$ cat src/rtl/uframe_master.sv
// uframe_master: initiator side of the UART frame protocol.
// Serialises a local read/write command into a 14-byte frame and parses the
// read-reply frame (header "ABCDEF", then 4 address and 4 data bytes, LSB first).
//
// state  | meaning
// -------+-------------------------------------------------------------
// IDLE   | waiting for a command; cmd_ready_o high unless a done pulse is out
// SEND   | pacing the 14 frame bytes out to the UART tx core
// WAIT   | read issued; rx parser armed, reply timeout running
module uframe_master #(
  parameter int unsigned CLK_RATE = 50000000
) (
  input  logic        clk_i,
  input  logic        rst_n_i,
  input  logic        cmd_valid_i,
  output logic        cmd_ready_o,
  input  logic        cmd_write_i,
  input  logic [31:0] cmd_addr_i,
  input  logic [31:0] cmd_wdata_i,
  output logic        tx_en_o,
  output logic [7:0]  tx_data_o,
  input  logic        tx_ready_i,
  input  logic        rx_en_i,
  input  logic [7:0]  rx_data_i,
  output logic        wr_done_o,
  output logic        rsp_valid_o,
  output logic [31:0] rsp_data_o,
  output logic        rsp_err_o,
  output logic        rsp_timeout_o
);

  typedef enum logic [1:0] {S_IDLE, S_SEND, S_WAIT} state_e;

  localparam logic [31:0] TO_LAST = 32'(CLK_RATE - 1);
  localparam logic [47:0] HDR     = 48'h41_42_43_44_45_46;

  state_e      state_q, state_d;
  logic        wr_q;
  logic [31:0] addr_q;
  logic [31:0] wdata_q;
  logic [3:0]  idx_q;
  logic [2:0]  guard_q;
  logic [31:0] tcnt_q;
  logic [39:0] win_q;
  logic        hdr_q;
  logic [2:0]  cap_cnt_q;
  logic [55:0] cap_q;

  logic        tx_en_q;
  logic [7:0]  tx_data_q;
  logic        wr_done_q;
  logic        rsp_valid_q;
  logic [31:0] rsp_data_q;
  logic        rsp_err_q;
  logic        rsp_timeout_q;

  logic        accept;
  logic        issue;
  logic        last_byte;
  logic [47:0] win_next;
  logic        in_wait;
  logic        rsp_done;
  logic        timeout;
  logic [7:0]  byte_d;

  assign accept    = cmd_valid_i && cmd_ready_o;
  // Guard reaching 7 with tx_ready still high means 8 consecutive idle cycles seen.
  assign issue     = (state_q == S_SEND) && (guard_q == 3'd7) && tx_ready_i;
  assign last_byte = issue && (idx_q == 4'd13);
  assign in_wait   = (state_q == S_WAIT);
  assign win_next  = {win_q, rx_data_i};
  assign rsp_done  = in_wait && rx_en_i && hdr_q && (cap_cnt_q == 3'd7);
  // A completing reply in the same cycle takes priority over the timeout.
  assign timeout   = in_wait && (tcnt_q == TO_LAST) && !rsp_done;

  // State register
  always_ff @(posedge clk_i or negedge rst_n_i) begin
    if (!rst_n_i) state_q <= S_IDLE;
    else          state_q <= state_d;
  end

  // Next-state logic
  always_comb begin
    state_d = state_q;
    unique case (state_q)
      S_IDLE: if (accept) state_d = S_SEND;
      S_SEND: if (last_byte) state_d = wr_q ? S_IDLE : S_WAIT;
      S_WAIT: if (rsp_done || timeout) state_d = S_IDLE;
      default: state_d = S_IDLE;
    endcase
  end

  // FSM outputs: ready stays low through the completion pulse cycle
  always_comb begin
    cmd_ready_o = (state_q == S_IDLE) && !wr_done_q && !rsp_valid_q;
  end

  // Frame byte selected by the current index
  always_comb begin
    byte_d = 8'h00;
    case (idx_q)
      4'd0, 4'd1, 4'd2, 4'd3, 4'd4, 4'd5:
        byte_d = wr_q ? (8'h41 + {4'd0, idx_q}) : (8'h46 - {4'd0, idx_q});
      4'd6:  byte_d = addr_q[7:0];
      4'd7:  byte_d = addr_q[15:8];
      4'd8:  byte_d = addr_q[23:16];
      4'd9:  byte_d = addr_q[31:24];
      4'd10: byte_d = wr_q ? wdata_q[7:0]   : 8'h00;
      4'd11: byte_d = wr_q ? wdata_q[15:8]  : 8'h00;
      4'd12: byte_d = wr_q ? wdata_q[23:16] : 8'h00;
      4'd13: byte_d = wr_q ? wdata_q[31:24] : 8'h00;
      default: byte_d = 8'h00;
    endcase
  end

  // Command latch, byte index and tx guard counter
  always_ff @(posedge clk_i or negedge rst_n_i) begin
    if (!rst_n_i) begin
      wr_q    <= 1'b0;
      addr_q  <= '0;
      wdata_q <= '0;
      idx_q   <= '0;
      guard_q <= '0;
    end else begin
      if (accept) begin
        wr_q    <= cmd_write_i;
        addr_q  <= cmd_addr_i;
        wdata_q <= cmd_wdata_i;
        idx_q   <= '0;
      end else if (issue) begin
        idx_q <= idx_q + 4'd1;
      end
      if ((state_q != S_SEND) || tx_en_q || !tx_ready_i) guard_q <= '0;
      else                                                guard_q <= guard_q + 3'd1;
    end
  end

  // Reply timeout counter and rx parser; both idle outside WAIT
  always_ff @(posedge clk_i or negedge rst_n_i) begin
    if (!rst_n_i) begin
      tcnt_q    <= '0;
      win_q     <= '0;
      hdr_q     <= 1'b0;
      cap_cnt_q <= '0;
      cap_q     <= '0;
    end else if (!in_wait || rsp_done || timeout) begin
      tcnt_q    <= '0;
      win_q     <= '0;
      hdr_q     <= 1'b0;
      cap_cnt_q <= '0;
    end else if (rx_en_i) begin
      tcnt_q <= '0;
      if (hdr_q) begin
        cap_q     <= {rx_data_i, cap_q[55:8]};
        cap_cnt_q <= cap_cnt_q + 3'd1;
      end else begin
        win_q <= win_next[39:0];
        if (win_next == HDR) hdr_q <= 1'b1;
      end
    end else begin
      tcnt_q <= tcnt_q + 32'd1;
    end
  end

  // Registered outputs toward UART tx and the command source
  always_ff @(posedge clk_i or negedge rst_n_i) begin
    if (!rst_n_i) begin
      tx_en_q       <= 1'b0;
      tx_data_q     <= '0;
      wr_done_q     <= 1'b0;
      rsp_valid_q   <= 1'b0;
      rsp_data_q    <= '0;
      rsp_err_q     <= 1'b0;
      rsp_timeout_q <= 1'b0;
    end else begin
      tx_en_q     <= issue;
      wr_done_q   <= last_byte && wr_q;
      rsp_valid_q <= rsp_done || timeout;
      if (issue) tx_data_q <= byte_d;
      if (rsp_done) begin
        rsp_data_q    <= {rx_data_i, cap_q[55:32]};
        rsp_err_q     <= (cap_q[31:0] != addr_q);
        rsp_timeout_q <= 1'b0;
      end else if (timeout) begin
        rsp_data_q    <= '0;
        rsp_err_q     <= 1'b0;
        rsp_timeout_q <= 1'b1;
      end
    end
  end

  assign tx_en_o       = tx_en_q;
  assign tx_data_o     = tx_data_q;
  assign wr_done_o     = wr_done_q;
  assign rsp_valid_o   = rsp_valid_q;
  assign rsp_data_o    = rsp_data_q;
  assign rsp_err_o     = rsp_err_q;
  assign rsp_timeout_o = rsp_timeout_q;

endmodule

$ cat config.mk
export PLATFORM = sky130hd
export DESIGN_NAME = uframe_master
export DESIGN_NICKNAME = d
export VERILOG_FILES = /design/src/rtl/uframe_master.sv
export SDC_FILE = /design/constraint.sdc
export NUM_CORES = 1
export LEC_CHECK = 0
export BUFFER_PORTS_ARGS = -buffer_cell sky130_fd_sc_hd__buf_2
export CORE_ASPECT_RATIO = 0.9
export CORE_MARGIN = 1.5
export CORE_UTILIZATION = 53
export CTS_CLUSTER_SIZE = 24
export DETAILED_ROUTE_END_ITERATION = 12
export PLACE_DENSITY = 0.74
export SYNTH_ARGS = -nofsm -noshare
export SYNTH_HDL_FRONTEND = slang
export SYNTH_SLANG_ARGS = --single-unit
$ cat constraint.sdc
create_clock -name clk_i -period 2 [get_ports clk_i]
set_input_delay 0 -clock clk_i [delete_from_list [all_inputs] [get_ports clk_i]]
set_output_delay 0 -clock clk_i [all_outputs]
set_load 0.1 [all_outputs]
==> results.ini, run 1 <==
[global_routing]
antenna_found_initial=1
grt_pass1_wl_um=45600
grt_start_max_net_pins=67
overflow=0
grt_pass1_vias=8891
grt.total_usage_pct=25.9

[logic_synthesis]
synth-edff-count=0
yosysUniqueCellTypes=48
synth_flop_cell=dfrtp_1
yosys_warnings=0
syn_area_um2=11100
ys_seq_elements=251
seq_area_frac_synth_pct=56.5
synth_nets=1154
syn_avg_cell_area_um2=10.4
synthCells=1067
synthArstFlopShare_pct=100

[flow_run]
max_cap_violations=0

[critical_path]
cpMostUsedCell=nand2_1
cpLargestDelayFamily=simple AND/OR/NAND/NOR gates
cp.buffers_inverters=1
critPathKind=reg2reg
end_kind=flip-flop
ff2ff_setup_slack_ps=-40
path_depth=5
crit_chain=nor4_4 > and2_4 > nand2_1 > dlygate4sd3_1 > nand2_1
rr_worst_depth=5
arrival_ps=2510
cp_max_fo=10
startpoint_type=flip-flop
crit_path_top_delay_cell=dlygate4sd3_1
crit-reg2reg-launch=wr_done_o
slowest_delay_ps=580
cp.required_ps=2470
crit_start=wr_done_o

[place]
dp.final_hpwl_um=17600
place_congestion=0.864
dpl_cell_area_um2=12500
io_buffers=123
dpl.cell_count=1485

[layout]
area.sequential_um2=6290
area_growth_pct=29.8
fin_nets=1405
final-instance-count-excl-fill=1625
drive_above_1_share_pct=25.0
final_common_cell=nand2_1
most-common-layout-cells=nand2_1, dfrtp_1, buf_2
postLayoutCellArea_um2=14400
fill_cells=1444
multi_input_area_um2=4700

[detailed_routing]
dr_wl_met2_um=14000
drt_iter0_drc=702
vias=9004
ant_nets=0
drcViolationCount=0
wirelength_um=28700
top_layer=met4
firstDrtPassIters=5
wl_met1_um=12300
vias_per_cell=5.54
wl_met3_um=1370
wire_per_inst_um=17.7

[timing]
drv_slew=0
worst_slack_ps=-44.3
final.period_utilization_pct=102
fmax_ghz=0.489
tightest_slew_ps=650
period_minus_slack_ps=2040
hold_violations=4
whs_ps=-8.23
rsz0062_at_grt=true
timing.slew.headroom_pct=56.7
finalClockSkew_ps=12.0
setup_viol=5

[status]
violations=negative hold slack, negative setup slack
status=finished, violations left

[clocking]
clock-sinks=251
cts_tree=built
clkTransAtPathRegs_ps=60
ctsHtreeMaxLevel=1
insertion_delay_ps=530
cts_buffers=26
cts_max_path_buffers=3
clock-root-buffer=clkbuf_16

[worst_hold_path]
hold_class=in2async

[floorplanning]
die_w_um=156
die-height_um=140
die_area_um2=21800
rows=50
start_util_pct=53.7
io_pins=124
core_um2=20700

[power]
p_per_area_nw_per_um2=820
p_leak_nw=6.73
peakVddDrop_uv=599

where the power goes:
part,leakage (nW),switching (mW),internal [mW]
combinational,2.91,0.699,0.544
clock,0.418,1.97,2.77
sequential,3.40,0.383,5.46
total,6.73,3.06,8.77
area by class of cell:
| type | instances | share of cell area, % |
|---|---|---|
| Multi-Input combinational cell | 741 | 32.6 |
| Inverter | 13 | 0.338 |
| Sequential cell | 251 | 43.6 |
| Timing Repair Buffer | 285 | 15.2 |
| Clock inverter | 11 | 0.807 |
| Clock buffer | 37 | 5.00 |
| Tap cell | 286 | 2.48 |
| Antenna cell | 1 | 0.0173 |
sequential cells by signal (all words and copies together), names as in the netlist, 2 cells and up:
name        cells
idx_q           4
tx_data_o       8
addr_q         32
cap_q          56
guard_q         3
state_q         2
rsp_data_o     32
wdata_q        32
win_q          40
cap_cnt_q       3
tcnt_q         32
stage by stage:
stage               utilization, %  hold WS, ps  TNS (ps)  worst slack, ps  power (mW)
CTS                           68.6         26.0      -993            -40.4        11.8
global placement              60.4        -17.6     -3570             -127        6.92
finish                        69.7        -8.23     -62.7            -44.3        11.8
floorplan                        -         -296    -38760             -559        6.48
detailed placement            60.4        -13.4     -4960             -161        6.96
global route                  69.7         51.4     -4640            -87.7        12.3
worst paths after layout:
check,end
min in group clk_i,idx_q[2]
hold / removal,wdata_q[12]
hold reg to reg,guard_q[0]
setup reg to reg,wdata_q[31]
max in group asynchronous,cap_q[51]
setup / recovery,wdata_q[31]
what timing repair did:
| action | in CTS | in global routing |
|---|---|---|
| cloned | 0 | 1 |
| gates resized for setup | 4 | 29 |
| setup buffers | 1 | 6 |
| endpoints found under the setup margin | 63 | 163 |
| pin swaps | 3 | 6 |
| hold endpoints to repair | 347 | 0 |
| hold buffers | 84 | 0 |
cells by family (layout without fill, tap and decap cells):
kind of cell / Yosys count / in the layout / synth area share (%)
simple gates: 456 / 456 / 17.8
flops: 251 / 251 / 56.5
compound gates: 152 / 152 / 9.28
buf+inv: 75 / 346 / 2.95
xor+xnor: 68 / 68 / 5.36
mux: 56 / 56 / 7.03
fa+ha+maj: 9 / 9 / 1.01
other cells: 0 / 1 / 0
layer usage:
metal	up-vias	GRT usage [%]
li1	4144	-
met1	4499	35.7
met2	290	42.6
met3	71	3.31
met4	0	9.17
met5	-	0
cells in the mapped netlist, types with 2 or more instances:
library cell / instances / area share, %
o21ai_0: 9 / 0.41
buf_2: 10 / 0.45
nand4_1: 20 / 1.1
nor4_1: 15 / 0.84
a211oi_1: 4 / 0.27
nand3_1: 16 / 0.72
inv_1: 12 / 0.41
mux2_4: 40 / 5.4
nor4b_1: 5 / 0.39
xor2_1: 10 / 0.79
nand2b_1: 3 / 0.17
a22oi_1: 27 / 1.8
and3_1: 2 / 0.11
and2_1: 4 / 0.23
dfrtp_1: 251 / 57
ha_1: 9 / 1.0
xnor2_1: 58 / 4.6
mux2_2: 16 / 1.6
nand2_1: 303 / 10
nor2b_1: 3 / 0.17
or4_1: 2 / 0.14
clkbuf_1: 45 / 1.5
or3b_2: 2 / 0.16
a22o_1: 35 / 2.8
o31ai_1: 2 / 0.14
nor3_1: 10 / 0.45
a21oi_1: 52 / 2.3
nor2_1: 60 / 2.0
o22ai_1: 10 / 0.56
buf_1: 2 / 0.068
and4_1: 5 / 0.39
a221oi_1: 6 / 0.47
buf_6: 4 / 0.41
No activity file was read; power rests on OpenSTA's default activity.
==> inputs of run 2 (changes only) <==
Settings changed: MAX_ROUTING_LAYER from default to met4, PLACE_DENSITY 0.74 to 0.82.
==> results.ini, run 2 (synthesis gave the netlist of run 1 again) <==
[status]
status=finished, violations left
violations=negative setup slack

[floorplanning]
io_pins=124
rows=50
start_util_pct=53.7
die-height_um=140
die_area_um2=21800
die_w_um=156
core_um2=20700

[critical_path]
end_kind=flip-flop
crit-reg2reg-launch=tcnt_q[10]
cp.buffers_inverters=2
cpLargestDelayFamily=simple AND/OR/NAND/NOR gates
rr_worst_depth=7
r2r-end=tcnt_q[31]
crit_start=tcnt_q[10]
cpMostUsedCell=buf_4
cp_max_fo=10
arrival_ps=2750
startpoint_type=flip-flop
crit_path_top_delay_cell=or4_1
slowest_delay_ps=520
critPathKind=reg2reg
cp.required_ps=2420
ff2ff_setup_slack_ps=-340
crit_chain=buf_4 > nand4_1 > or4_1 > buf_4 > nor4_4 > xnor2_1 > nor2_1

[global_routing]
grt.total_usage_pct=29.8
grt_pass1_vias=9468
grt_pass1_wl_um=50100
grt_start_max_net_pins=73
overflow=0
antenna_found_initial=1

[timing]
final.period_utilization_pct=117
period_minus_slack_ps=2340
final.setup.tns_ps=-4640
tightest_slew_ps=767
drv_slew=0
fmax_ghz=0.428
hold_violations=0
setup_viol=69
timing.slew.headroom_pct=48.7
worst_slack_ps=-336
finalClockSkew_ps=12.4
rsz0062_at_grt=true

[layout]
largest_register=cap_q
area_growth_pct=31.1
fin_nets=1396
final_common_cell=nand2_1
multi_input_area_um2=4790
largest_reg_flops=56
largest_registers=cap_q (56), win_q (40)
most-common-layout-cells=nand2_1, dfrtp_1, buf_2
drive_above_1_share_pct=26.3
fill_cells=1249
area.sequential_um2=6290

[clocking]
clkTransAtPathRegs_ps=70
insertion_delay_ps=540
ctsHtreeMaxLevel=1
clock-sinks=251
clock-root-buffer=clkbuf_16
cts_tree=built
cts_max_path_buffers=3
cts_buffers=26

[power]
p_seq_share_pct=46.8
p_leak_nw=6.83
intPower_mw=9.25
p_per_area_nw_per_um2=861
peakVddDrop_uv=728
power_frac_clock_pct=42.9
switching_share_pct=26.3
p_comb_share_pct=10.3
switchingPower_mw=3.30

[detailed_routing]
drt_iter0_drc=1141
wire_per_inst_um=21.6
wirelength_um=34900
drcViolationCount=0
vias=9733
vias_per_cell=6.02
firstDrtPassIters=5
ant_nets=0

[place]
dp.final_hpwl_um=18000
place_ws_ps=-49.4
place_congestion=0.943
io_buffers=123

[flow_run]
max_cap_violations=0

[worst_hold_path]
hold_class=in2async

-- run 2: changes by cell type in the layout (fill, tap and decap cells not counted), sizes merged --
cell,before,now
buf,200,199
bufinv,2,6
clkbuf,38,34
clkinv,10,7
clkinvlp,0,2
dlygate4sd3,84,76
inv,12,13
-- run 2: power groups by stage --
| stage | Clock, mW | Combinational [mW] | Sequential (mW) |
|---|---|---|---|
| 6_report | 5.39 | 1.29 | 5.88 |
| 5_1_grt | 5.58 | 1.41 | 5.90 |
| 4_1_cts | 5.34 | 1.19 | 5.82 |
| 3_5_place_dp | 0 | 1.06 | 5.89 |
| 3_3_place_gp | 0 | 1.02 | 5.89 |
| 2_1_floorplan | 0 | 0.675 | 5.80 |
-- run 2: worst max-delay path by stage --
| stage | slack [ps] | cells after the start | endpoint |
|---|---|---|---|
| after global routing | -360 | 7 | tcnt_q[31] |
| final | -340 | 7 | tcnt_q[31] |
| after detailed placement | -50 | 7 | cap_q[19] |
| after floorplan | -560 | 6 | wr_q |
| after global placement | -30 | 7 | cap_q[37] |
| after CTS | -20 | 6 | cap_q[22] |
-- run 2: routing by layer --
layer	wire length [µm]	vias to the layer above	global-route usage, %
li1	-	4118	-
met1	13000	4757	37.2
met2	17100	679	49.7
met3	2880	179	4.67
met4	1890	0	10.4
met5	0	-	-
-- run 2: stage by stage --
step                      instance area [µm²]  instances  power [mW]  hold WS [ps]  util, %
after global routing                    14600       1616        12.9          91.5     70.4
after floorplan                         11300       1067        6.48          -296        -
final                                   14600       1616        12.6          29.7     70.4
after detailed placement                12600       1488        6.95         -5.10     60.7
after CTS                               14300       1612        12.4          48.1     69.2
after global placement                  12600       1488        6.91          2.26     60.7
-- run 2: area by class of cell --
cell class | instances | share of cell area (%)
Clock inverter | 15 | 1.71
Tap cell | 286 | 2.46
Inverter | 13 | 0.335
Clock buffer | 33 | 4.78
Sequential cell | 251 | 43.2
Antenna cell | 1 | 0.0172
Multi-Input combinational cell | 741 | 32.9
Timing Repair Buffer | 276 | 14.7
-- run 2: timing repair --
item	4_1_cts	5_1_grt
pin swaps	2	2
hold buffers	76	0
hold endpoints to repair	347	0
setup endpoints to repair	73	170
setup buffers	0	1
resized for setup	11	39
cloned	0	2
